--- src/rtl/mdio_if.sv ---
// MDIO management bus bundle: host request/response signals plus the PHY-side
// serial pins, seen from the controller (slave) and the host/PHY side (master).
interface mdio_if;
   logic        MDIO_START;
   logic [31:0] T_DATA;
   logic        MDIO_IN;
   logic        MDC;
   logic        MDIO_OUT;
   logic        MDIO_OE;
   logic        MDIO_DONE;
   logic [15:0] RD_DATA;
   logic        DATA_RDY;

   modport master (
      output MDIO_START, T_DATA, MDIO_IN,
      input  MDC, MDIO_OUT, MDIO_OE, MDIO_DONE, RD_DATA, DATA_RDY
   );

   modport slave (
      input  MDIO_START, T_DATA, MDIO_IN,
      output MDC, MDIO_OUT, MDIO_OE, MDIO_DONE, RD_DATA, DATA_RDY
   );
endinterface

--- src/rtl/mdio_controller.sv ---
// Clause-22 style MDIO master: shifts a 32-bit frame out on MDIO, one MDC period
// per bit, and for reads releases the line after the address and captures 16 bits.
module mdio_controller #(
   parameter int HALF = 1
) (
   input  logic CLK,
   input  logic RESET,
   mdio_if.slave bus
);

   typedef enum logic [2:0] {
      IDLE,
      WRITE,
      READ_ADDR,
      READ_DATA,
      DONE
   } state_t;

   localparam logic [2:0] HALF_M1 = 3'(HALF - 1);

   state_t      state_q;
   logic [31:0] shreg_q;
   logic [15:0] rd_shift_q;
   logic [15:0] rd_data_q;
   logic [2:0]  half_q;
   logic [4:0]  bit_q;
   logic        mdc_q;
   logic        oe_q;
   logic        done_q;
   logic        rdy_q;

   always_ff @(posedge CLK or negedge RESET) begin
      if (!RESET) begin
         state_q    <= IDLE;
         shreg_q    <= '0;
         rd_shift_q <= '0;
         rd_data_q  <= '0;
         half_q     <= '0;
         bit_q      <= '0;
         mdc_q      <= 1'b0;
         oe_q       <= 1'b0;
         done_q     <= 1'b0;
         rdy_q      <= 1'b0;
      end else begin
         done_q <= 1'b0;
         rdy_q  <= 1'b0;
         case (state_q)
            IDLE: begin
               if (bus.MDIO_START) begin
                  shreg_q <= bus.T_DATA;
                  oe_q    <= 1'b1;
                  mdc_q   <= 1'b0;
                  half_q  <= '0;
                  bit_q   <= '0;
                  state_q <= (bus.T_DATA[29:28] == 2'b10) ? READ_ADDR : WRITE;
               end
            end
            WRITE, READ_ADDR, READ_DATA: begin
               if (half_q != HALF_M1) begin
                  half_q <= half_q + 3'd1;
               end else if (!mdc_q) begin
                  // Rising MDC: the PHY's data bit has been stable for a full low half.
                  half_q <= '0;
                  mdc_q  <= 1'b1;
                  if (state_q == READ_DATA && bit_q >= 5'd16)
                     rd_shift_q <= {rd_shift_q[14:0], bus.MDIO_IN};
               end else begin
                  half_q <= '0;
                  mdc_q  <= 1'b0;
                  if (bit_q == 5'd31) begin
                     state_q <= DONE;
                     oe_q    <= 1'b0;
                     done_q  <= 1'b1;
                     if (state_q == READ_DATA) begin
                        rd_data_q <= rd_shift_q;
                        rdy_q     <= 1'b1;
                     end
                  end else begin
                     bit_q   <= bit_q + 5'd1;
                     shreg_q <= {shreg_q[30:0], 1'b0};
                     if (state_q == READ_ADDR && bit_q == 5'd13) begin
                        state_q <= READ_DATA;
                        oe_q    <= 1'b0;
                     end
                  end
               end
            end
            DONE:    state_q <= IDLE;
            default: state_q <= IDLE;
         endcase
      end
   end

   // The line is only driven while OE is high, so the data bit is gated by it.
   assign bus.MDIO_OUT  = shreg_q[31] & oe_q;
   assign bus.MDC       = mdc_q;
   assign bus.MDIO_OE   = oe_q;
   assign bus.MDIO_DONE = done_q;
   assign bus.RD_DATA   = rd_data_q;
   assign bus.DATA_RDY  = rdy_q;

endmodule

--- src/flat_wrapper.sv ---
// flat-port wrapper written by rule: the top's interface ports become plain ports
module mdio_controller_flat 
#(
   parameter int HALF = 1
)
  (CLK, RESET, bus_MDIO_START, bus_T_DATA, bus_MDIO_IN, bus_MDC, bus_MDIO_OUT, bus_MDIO_OE, bus_MDIO_DONE, bus_RD_DATA, bus_DATA_RDY);
  mdio_if bus_i ();
  input  logic CLK;
  input  logic RESET;
  input wire logic [$bits(bus_i.MDIO_START)-1:0] bus_MDIO_START;
  input wire logic [$bits(bus_i.T_DATA)-1:0] bus_T_DATA;
  input wire logic [$bits(bus_i.MDIO_IN)-1:0] bus_MDIO_IN;
  output wire logic [$bits(bus_i.MDC)-1:0] bus_MDC;
  output wire logic [$bits(bus_i.MDIO_OUT)-1:0] bus_MDIO_OUT;
  output wire logic [$bits(bus_i.MDIO_OE)-1:0] bus_MDIO_OE;
  output wire logic [$bits(bus_i.MDIO_DONE)-1:0] bus_MDIO_DONE;
  output wire logic [$bits(bus_i.RD_DATA)-1:0] bus_RD_DATA;
  output wire logic [$bits(bus_i.DATA_RDY)-1:0] bus_DATA_RDY;
  assign bus_i.MDIO_START = bus_MDIO_START;
  assign bus_i.T_DATA = bus_T_DATA;
  assign bus_i.MDIO_IN = bus_MDIO_IN;
  assign bus_MDC = bus_i.MDC;
  assign bus_MDIO_OUT = bus_i.MDIO_OUT;
  assign bus_MDIO_OE = bus_i.MDIO_OE;
  assign bus_MDIO_DONE = bus_i.MDIO_DONE;
  assign bus_RD_DATA = bus_i.RD_DATA;
  assign bus_DATA_RDY = bus_i.DATA_RDY;
  mdio_controller #(.HALF(HALF)) u_core (.CLK(CLK), .RESET(RESET), .bus(bus_i));
endmodule
--- config.mk ---
export PLATFORM = sky130hd
export DESIGN_NAME = mdio_controller_flat
export DESIGN_NICKNAME = d
export VERILOG_FILES = /design/src/rtl/mdio_if.sv /design/src/rtl/mdio_controller.sv /design/src/flat_wrapper.sv
export SDC_FILE = /design/constraint.sdc
export NUM_CORES = 1
export LEC_CHECK = 0
export ABC_AREA = 1
export CORE_MARGIN = 2
export CORE_UTILIZATION = 58
export DETAILED_ROUTE_END_ITERATION = 12
export PLACE_DENSITY_LB_ADDON = 0.3
export SLEW_MARGIN = 10
export SYNTH_ARGS = -nofsm -noshare
export SYNTH_HDL_FRONTEND = slang
export SYNTH_SLANG_ARGS = --single-unit
--- constraint.sdc ---
create_clock -name CLK -period 5.1 [get_ports CLK]
set_clock_uncertainty 0.15 [all_clocks]
set_input_delay 0.51 -clock CLK [delete_from_list [all_inputs] [get_ports CLK]]
set_output_delay 0.51 -clock CLK [all_outputs]
set_load 0.005 [all_outputs]
* After elaboration in Yosys (flattened, before gate mapping)
Cells that the tools add are included.
** Word-level totals
- Register bits after elaboration :: 79
** Cells by class
- Add/subtract/negate cells :: 2
- Magnitude comparators :: 1
- Eq/ne operators :: 11
- Mux-type cells :: 39
- Bitwise gates (word level) :: 3
- Reduce and logical (&&, ||, !) cells :: 13
** Operator list (number)
- 2-to-1 mux 32 bit :: 4
- case mux 32 bit (2 select lines) :: 1
- 2-to-1 mux 3 bit :: 7
- 2-to-1 mux 5 bit :: 4
- 2-to-1 mux 1 bit :: 17
- AND reduction 5 bit :: 3
- case mux 3 bit (2 select lines) :: 2
- case mux 5 bit (2 select lines) :: 1
- AND reduction 4 bit :: 2
- equality test 3 x 2 -> 1 bit, second input constant :: 2
- inequality test 2 bit, second input constant :: 3
- adder 5 x 1 -> 5 bit, second input constant :: 1
- equality test 5 x 4 -> 1 bit, second input constant :: 1
- equality test 5 bit, second input constant :: 1
- >= comparator 5 bit, second input constant :: 1
- case mux 1 bit (2 select lines) :: 2
- adder 3 x 1 -> 3 bit, second input constant :: 1
- equality test 3 x 1 -> 1 bit, second input constant :: 1
- logical NOT 3 bit :: 1
- inequality test 3 x 1 -> 1 bit, second input constant :: 1
- AND reduction 3 bit :: 1
- nonzero test 3 bit :: 1
- OR reduction 3 bit :: 1
- equality test 2 bit, second input constant :: 1
- 7 further kinds :: 9

* Longest topological paths before layout
- Word-level depth :: 7
- Depth in mapped cells :: 12
- Mapped depth without buffers :: 11

* Least setup slack after synthesis
OpenSTA, ideal clock, no wires.
- Path type :: reg-to-reg
- Start :: register u_core.bit_q[0]
- End :: register u_core.shreg_q[11]
- Library setup time :: 0.117 ns
- Arrival time :: 1.593 ns
- Required time :: 4.833 ns
- Setup slack :: 3.239 ns
- Stages on the path, launching flop included :: 12
- Path through :: dfrtp_1 ha_1 inv_1 nor2_1 ha_1 inv_1 nand3_2 nand2_4 nand2_8 inv_12 buf_6 o21ai_2
** On the way
- Cells in the longest elaborated chain, start to end :: 3
** Ends and longest elaborated chain
- start: declaration :: RTL line mdio_controller.sv:26 : logic [4:0] bit_q;
- start signal: assignment :: RTL line mdio_controller.sv:79 : bit_q <= bit_q + 5'd1;
- equality test 5 bit :: RTL line mdio_controller.sv:70 : if (bit_q == 5'd31) begin
- inequality test 2 bit (no line)
- AND reduction 5 bit (no line)
- end signal: assignment :: RTL line mdio_controller.sv:50 : shreg_q <= bus.T_DATA;
- end signal: assignment :: RTL line mdio_controller.sv:80 : shreg_q <= {shreg_q[30:0], 1'b0};
- end: declaration :: RTL line mdio_controller.sv:22 : logic [31:0] shreg_q;
Every way passes these cells.
A chain may end at the register's enable or synchronous reset.

* Worst setup path after layout
- Start :: register u_core.bit_q[0]
- End :: register u_core.rd_data_q[7], in the netlist u_core.bus.RD_DATA[7]
** On the way
- Cells in the longest elaborated chain, start to end :: 2
** Ends and longest elaborated chain
- equality test 5 bit :: RTL line mdio_controller.sv:70
- AND reduction 5 bit (no line)
- end signal: assignment :: RTL line mdio_controller.sv:75 : rd_data_q <= rd_shift_q;
- end: declaration :: RTL line mdio_controller.sv:24 : logic [15:0] rd_data_q;
Every way passes these cells.

==> results by group <==
Status
  – Status: complete, but fails checks
  – Violated checks: DRC

Critical path
  – Arrival @ worst endpoint: between 2 and 2.5 ns
  – Crit start category: flip-flop
  – CP max FO: 32
  – WS Path Type: flip-flop to flip-flop
  – Slowest CP cell: nand2_1
  – Buffer and inverter count on the worst path: 2
  – CP max stage delay: around 0.56 ns
  – Top cell family by delay on the critical path: simple AND/OR/NAND/NOR gates
  – Data required time of the critical path: slightly above 5 ns
  – Crit end category: flip-flop
  – Cells along the critical path: ha_1, inv_1, nor2_1, ha_1, inv_1, nor3_1, nand2_1, nand2_1, o21ai_1

Timing
  – Hold WS: approximately 0.15 ns
  – Crit share post-route: a little under half
  – Min Tclk post-route: between 2 and 2.5 ns
  – Slew @ Worst Pin: about 0.97 ns
  – Final Max Slew Viols: 0
  – # setup viols final: 0
  – Final Hold Fails: 0
  – Unrepaired setup endpoints after global routing: false
  – Total negative setup slack: 0 ns
  – Fmax: around 410 MHz
  – Worst rel slew slack: 35.22%

Routing
  – Vias/cell: a little over 5
  – Iter 0 DRT Violations: around 170
  – DR vias: 2863
  – Router iterations before antenna repair: 8
  – Post-route ant nets: 0
  – Final Routed Wirelength: 7122 µm
  – Wire per inst: 12.61 µm
  – DRC viols: 4

Final layout
  – # nets final: 524
  – Layout cells sized above 1: between 10% and 20%
  – Layout area overhead: 18.23%
  – Post-route cell area: around 4600 µm²
  – Finished Core Util: 71.52%
  – Ant diodes: 0

Global route
  – Vias in the first global route: approximately 2800
  – Pin count of the biggest net entering global routing: 80
  – Initial antenna violation count: 0
  – Global route total overflow: 0
  – First-pass GRT wire length: 12300 µm
  – Gr usage total: 21.18%

CTS
  – Hold Buf Count CTS: 0
  – CTS tree: done
  – Clock Root Buffer: clkbuf_8
  – CTS Sinks: 79
  – Clock transition at the registers of the reported paths: ~0.080 ns
  – Post-CTS setup buffer count: 0
  – # resized after CTS: 0
  – Clk buf depth: 2
  – H-tree depth: 3
  – Inserted Clock Buffers: 9
  – Clk Latency, worst-skew pair: 0.35 ns

Power
  – Sw Ratio: 42.37%
  – Sequential power share: about a third
  – Leakage: 2.094 nW
  – P_sw: approximately 1.1 mW
  – Comb pwr share: between 40% and 50%
  – Pint: ~1.5 mW
  – Power Density: about 550 nW/µm²
  – Peak VDD IR: about 0.45 mV
  – Clock share of power: roughly a fifth

Logic synthesis
  – Ys Warns: 0
  – Avg Cell Area, Syn: approximately 8.9 µm²
  – Count of state elements after synthesis: 79
  – Share of the synthesized area in the top cell type: 50.89%
  – Cell taking the most area after synthesis: dfrtp_1
  – Synth unique cells: 29
  – Top cells by area, synth: dfrtp_1 (51%), nand2_1 (10%), o21ai_2 (6.8%)
  – Sequential area share after synthesis: around 51%
  – Synthesized area: a little under 4000 µm²
  – Syn nets: about 480
  – Post-Syn Instances: about 440

Die
  – IO Pins: 57
  – Die height: approximately 86 µm
  – Row count: 29
  – Die span in x: 85.84 µm
  – Initial Utilization: 60.49%
  – Area of the core: ~6400 µm²
  – Die ar.: 7369 µm²

Hold path
  – Worst Hold Class: input port to async pin

Flow run
  – Max-cap check violation count: 0

Place
  – PortBufs: 56
  – DP Wirelength: 4676 µm
  – Post-place instance area: roughly 4400 µm²
  – GP Congestion: ~0.81
[layout by cell type, fill, tap and decap left out, types with 7 or more instances in the layout]
| cell | n |
|---|---|
| inv_1 | 60 |
| clkdlybuf4s50_1 | 55 |
| nor2_1 | 7 |
| nand2_1 | 106 |
| nand2_2 | 30 |
| o21ai_2 | 30 |
| clkbuf_8 | 9 |
| o21ai_1 | 32 |
| dfrtp_1 | 79 |
| o21ai_0 | 33 |
| nand3_1 | 7 |
[cell type report]
cell class	instances	area [µm²]
inverters	63	249.0
clock inverters	6	93.84
flip-flops and latches	79	1977
fillers	509	1829
clock buffers	10	127.6
multi-input cells	274	1491
well taps	77	96.34
repair buffers	56	558.0
[per-layer routing]
metal | wire, µm | global-route usage (%) | up-vias
li1 | - | - | 1466
met1 | 3378 | 29.23 | 1345
met2 | 3422 | 33.45 | 45
met3 | 250 | 4.427 | 7
met4 | 71 | 7.792 | 0
met5 | 0 | 0 | -
[flip-flops by register name, summed over array words and instances (netlist names)]
| name | count |
|---|---|
| u_core.shreg_q | 32 |
| u_core.bus.RD_DATA | 16 |
| u_core.rd_shift_q | 16 |
| u_core.bit_q | 5 |
| u_core.half_q | 3 |
| u_core.state_q | 3 |
| u_core.bus.DATA_RDY | 1 |
| u_core.bus.MDC | 1 |
| u_core.bus.MDIO_DONE | 1 |
| u_core.bus.MDIO_OE | 1 |
[worst paths after layout]
| path | cells past startpoint | to | startpoint | slack, ns |
|---|---|---|---|---|
| min in group CLK | 2 | u_core.bus.RD_DATA[15] | u_core.rd_shift_q[15] | 0.34 |
| worst max register to register | 9 | u_core.bus.RD_DATA[7] | u_core.bit_q[0] | 2.67 |
| worst min register to register | 2 | u_core.bus.RD_DATA[15] | u_core.rd_shift_q[15] | 0.34 |
| worst max-delay path | 9 | u_core.bus.RD_DATA[7] | u_core.bit_q[0] | 2.67 |
| max in group asynchronous | 1 | u_core.state_q[1] | RESET | 4.03 |
| worst min-delay path | 1 | u_core.shreg_q[9] | RESET | 0.15 |
[kinds of logic (layout without fill, tap and decap cells)]
group / Yosys count / count (layout) / share of synthesized area, %
buffers and inverters: 82 / 135 / 10.72
XOR/XNOR: 2 / 2 / 0.4510
AND/OR/NAND/NOR: 167 / 167 / 20.45
flip-flops: 79 / 79 / 50.89
AO/OA/AOI/OAI: 100 / 100 / 15.88
adder cells (fa/ha/maj): 5 / 5 / 1.610
[Yosys cell counts]
cell type  number
nand3_2         2
dfrtp_1        79
nand2_4         2
nor3_2          1
inv_12          1
a21oi_1         3
nand2_1       106
nand3_1         7
nand4_1         4
o21ai_0        33
o21ai_2        30
ha_1            5
nor4_1          2
nand2_2        30
buf_6           2
buf_2          12
o22ai_1         1
buf_12          4
inv_2           2
nor2_4          2
o21bai_1        1
inv_1          60
nor3_1          3
nand2_8         1
clkbuf_2        1
nor2_1          7
xor2_1          1
o21ai_1        32
xnor2_1         1
[power groups by stage]
| stage | combinational [mW] | sequential, mW | clock (mW) |
|---|---|---|---|
| floorplan | 1.11 | 0.867 | 0 |
| global placement | 1.13 | 0.876 | 0 |
| detailed placement | 1.16 | 0.884 | 0 |
| CTS | 1.17 | 0.873 | 0.524 |
| global route | 1.31 | 0.888 | 0.553 |
| finish | 1.16 | 0.873 | 0.514 |
[metrics by stage]
| stage | worst slack [ns] | total power, mW | std cells |
|---|---|---|---|
| floorplan | 3.239 | 1.981 | 435 |
| global placement | 2.784 | 2.006 | 549 |
| detailed placement | 2.696 | 2.048 | 549 |
| CTS | 2.655 | 2.569 | 565 |
| global route | 2.357 | 2.752 | 565 |
| finish | 2.667 | 2.545 | 565 |
Note: power is estimated with default switching activity, not from simulation.
==> RTL edit 1, RTL diff (same settings) <==
Re-encode `state_t` (5 states) as one-hot, 5 bits wide.
--- a/src/rtl/mdio_controller.sv
+++ b/src/rtl/mdio_controller.sv
@@ -9,10 +9,10 @@
 );
 
-   typedef enum logic [2:0] {
-      IDLE,
-      WRITE,
-      READ_ADDR,
-      READ_DATA,
-      DONE
+   typedef enum logic [4:0] {
+      IDLE      = 5'b00001,
+      WRITE     = 5'b00010,
+      READ_ADDR = 5'b00100,
+      READ_DATA = 5'b01000,
+      DONE      = 5'b10000
    } state_t;
 
Check against the original RTL: no difference found for any inputs over 10 cycles, from zero or initial values and one cycle with RESET low; not proved beyond that.
==> RTL edit 1 against the unedited design <==
Worst setup slack got worse by 0.61 ns; design area fell by 0.74%; routed wire length rose by 9.8%; power fell by 17%; maximum frequency fell by 20%; worst hold slack improved by 0.0041 ns; non-clock buffer count rose by 3; sequential cell count rose by 2; via count rose by 9.5%; largest cell class unchanged; area after synthesis fell by 2.3%.
==> RTL edit 1: results (changes against the unedited design) <==
* Status: finished clean (was finished with violations)
* GRT Overall Usage at 23.4% (was 21.2%)
* Critical path arrival at 3.12 ns (was 2.49 ns)
* FF-to-FF setup slack at 2.05 ns (was 2.67 ns)
* First-pass GRT wire length at 13.6 mm (was 12.3 mm)
* Worst reg2reg path endpoint: u_core.shreg_q[23] (was u_core.bus.RD_DATA[7])
* Synth cell types at 25 (was 29)
* Synth Area in Adders at 1.65% (was 1.61%)
* Metal3 WL at 378 um (was 250 um)
* Top cell types by occurrence after synthesis: 214 x nand2_1, 80 x dfrtp_1, 40 x nand3_1 (was 106 x nand2_1, 79 x dfrtp_1, 60 x inv_1)
* Worst vdd ir at 0.256 mV (was 0.450 mV)
* Share of the yosys chip area belonging to registers at 53.4% (was 50.9%)
* Top post-synthesis cells by area: dfrtp_1 53%, nand2_1 21%, nand3_1 5.3% (was dfrtp_1 51%, nand2_1 10%, o21ai_2 6.8%)
* Routability-driven placement congestion ratio at 0.817 (was 0.814)
* Via count at 3136 (was 2863)
* M1 wire length at 3.60 mm (was 3.38 mm)
* Final nets at 566 (was 524)
* Synthesized net count at 520 (was 476)
* Compound-Gate Fraction of Synth Area at 5.97% (was 15.9%)
* Initial DRC Count at 197 (was 167)
* Drt pass-1 iters at 4 (was 8)
* P_leak at 2.30 nW (was 2.09 nW)
* Area after DPL at 4340 um2 (was 4370 um2)
* Dpl hpwl at 5.10 mm (was 4.68 mm)
* Clock power share at 23.4% (was 20.2%)
* Met1 Use GR at 30.6% (was 29.2%)
* Met2 Use GR at 38.7% (was 33.5%)
* Largest net degree at the start of global routing at 82 (was 80)
* Layout cells sized above 1 at 6.04% (was 17.8%)
* Inserted Clock Buffers at 9 (unchanged)
[RTL edit 1: changes by cell type after synthesis, sizes merged, moves of 5 or more]
cell,unedited run,this run
o21ai,95,41
nand3,9,44
inv,63,40
nand4,4,9
nand2,139,214
clkbuf,1,9
[RTL edit 1: through the flow]
step	instances	power, mW	utilization, %	setup slack, ns	hold WS (ns)
floorplan	479	1.45	-	3.21	0.0644
global placement	591	1.58	68.4	2.21	0.308
detailed placement	591	1.62	68.4	2.12	0.315
CTS	607	2.11	71.8	2.08	0.207
global route	607	2.28	71.8	1.80	0.246
finish	607	2.10	71.8	2.05	0.156
[RTL edit 1: critical path: stages, from the launching register on]
cell     delay (ns)
dfstp_2        0.57
nor2_1         0.08
nand3_2        0.12
nand3_2        0.64
o21ai_2        0.22
buf_4          0.35
nand2_1        0.29
buf_4          0.32
nand2_1        0.10
nand2_1        0.06
[RTL edit 1: worst max path at each step]
stage               depth (start not counted)              start  slack [ns]                     to
detailed placement                          9  u_core.state_q[0]        2.12     u_core.shreg_q[24]
floorplan                                  10    u_core.bit_q[0]        3.21  u_core.bus.RD_DATA[1]
global route                                9  u_core.state_q[0]        1.80      u_core.shreg_q[4]
finish                                      9  u_core.state_q[0]        2.05     u_core.shreg_q[23]
global placement                            9  u_core.state_q[0]        2.21     u_core.shreg_q[25]
CTS                                         9  u_core.state_q[0]        2.08     u_core.shreg_q[22]
[RTL edit 1: logic make-up after synthesis]
group | Yosys count
buffers and inverters | 64
DFF | 81
and+or+nand+nor | 283
adders and majority gates | 5
xor gates and xnor gates | 2
AOI/OAI and AO/OA | 44
[RTL edit 1: final cells by class]
cell class,count,area [um2]
clock inverters,3,46.3
fillers,508,1790
clock buffers,13,169
repair buffers,59,581
multi-input cells,334,1490
flip-flops and latches,81,2030
well taps,77,96.3
inverters,40,150
==> RTL edit 2, RTL diff (config.mk and constraints unchanged) <==
Made on the original files. Reset style: synchronous (`RESET`), changed in one clocked block.
--- a/src/rtl/mdio_controller.sv
+++ b/src/rtl/mdio_controller.sv
@@ -30,5 +30,5 @@
    logic        rdy_q;
 
-   always_ff @(posedge CLK or negedge RESET) begin
+   always_ff @(posedge CLK) begin
       if (!RESET) begin
          state_q    <= IDLE;
Check against the original RTL: differs if RESET is asserted again (counterexample within 4 cycles, from zero or initial values and one cycle with RESET low); with RESET held inactive, the same outputs for 10 cycles.
==> RTL edit 2 against the unedited design <==
Global-route usage up 0.84 points; utilization up 0.10 points; sequential cell count is the same; worst setup slack worse by 0.53 ns; power down 24%; design area down 7.7%; non-clock buffer count up 2; routed wire length up 0.66%; area after synthesis fell by 8.6%; die area down 8.2%; synthesized cell count is 21% higher; critical path type unchanged; critical endpoint is now u_core.rd_shift_q[3]; largest power group is now registers.
==> RTL edit 2: results (changes against the unedited design) <==
* Routed WL per cell at 11.1 um (was 12.6 um)
* Top post-synthesis cells by area: dfxtp_1 45%, nand2_1 22%, a21oi_1 10% (was dfrtp_1 51%, nand2_1 10%, o21ai_2 6.8%)
* GRT Overall Usage at 22.0% (was 21.2%)
* Via count at 3243 (was 2863)
* Worst-Skew Late Latency at 0.35 ns (about the same)
* Async S/R FF share, synth at 0% (was 100%)
* Critical path arrival at 3.02 ns (was 2.49 ns)
* Worst reg2reg path endpoint: u_core.rd_shift_q[3] (was u_core.bus.RD_DATA[7])
* FF-to-FF setup slack at 2.14 ns (was 2.67 ns)
* Crit-path max FO at 34 (was 32)
* Synth Flop Type: dfxtp_1 (was dfrtp_1)
* Largest reg by FF count: u_core.shreg_q (unchanged)
* Slew HR at 23.2% (was 35.2%)
* Top cell types by occurrence after synthesis: 207 x nand2_1, 79 x dfxtp_1, 73 x a21oi_1 (was 106 x nand2_1, 79 x dfrtp_1, 60 x inv_1)
* Synth cell types at 24 (was 29)
* Worst path max stage delay at 0.91 ns (was 0.56 ns)
* First-pass GRT wire length at 11.6 mm (was 12.3 mm)
* Largest net degree at the start of global routing at 43 (was 80)
* P_leak at 1.75 nW (was 2.09 nW)
* Worst vdd ir at 0.262 mV (was 0.450 mV)
* Status: finished clean (was finished with violations)
* Hold crit path type: flip-flop to flip-flop (was input pin to async pin)
* Reg-to-reg startpoint: u_core.state_q[0] (was u_core.bit_q[0])
* Drt pass-1 iters at 4 (was 8)
* Number of global-route vias before repair at 2830 (was 2767)
* EDFF count, synth at 0 (unchanged)
* Initial DRC Count at 178 (was 167)
* Layout cells sized above 1 at 4.40% (was 17.8%)
* N_diodes at 0 (unchanged)
* Share of the yosys chip area belonging to registers at 44.5% (was 50.9%)
* Final nets at 605 (was 524)
* Dpl hpwl at 4.53 mm (was 4.68 mm)
* Routability-driven placement congestion ratio at 0.842 (was 0.814)
==> RTL edit 2: through the flow <==
step	power [mW]	area [um2]	setup WS, ns	hold slack (ns)	std cells
floorplan	1.40	3550	3.28	0.280	526
global placement	1.49	4060	2.17	0.293	628
detailed placement	1.51	4060	2.14	0.301	628
CTS	1.94	4240	2.13	0.313	643
global route	2.07	4240	1.85	0.328	643
finish	1.93	4240	2.14	0.312	643
==> RTL edit 2: cells by family after synthesis <==
kind of cell,after synthesis,synth area share [%]
flip-flops,79,44.5
AO/OA/AOI/OAI,96,13.6
buffers and inverters,67,8.52
adder cells (fa/ha/maj),5,1.76
XOR/XNOR,2,0.493
AND/OR/NAND/NOR,277,31.1
==> RTL edit 2: worst min-delay path: cells and delay by family (launching register included) <==
family / cells / cell delay (ns)
buf+inv: 1 / 0.06
flops: 1 / 0.30
compound gates: 1 / 0.06
==> RTL edit 2: routing by layer <==
metal	part of all wire, %	routed length [um]	vias to the layer above	global-route usage [%]
li1	-	-	1733	-
met1	45	3250	1426	25.5
met2	47	3410	71	38.5
met3	5.2	371	13	3.80
met4	2.0	146	0	11.7
met5	0	0	-	0
==> RTL edit 2: area by class of cell <==
class,instances,area (um2)
clock buffer,11,131
clock inverter,4,47.5
fill,499,1680
inverter,36,136
multi-input combinational,380,1670
sequential,79,1580
tap,75,93.8
timing repair buffer,58,576
==> RTL edit 2: where the power goes <==
group	leakage [nW]	switching, mW	internal (mW)	total (mW)
sequential	0.642	0.0602	0.720	0.780
combinational	1.02	0.487	0.228	0.715
clock	0.0892	0.212	0.222	0.435
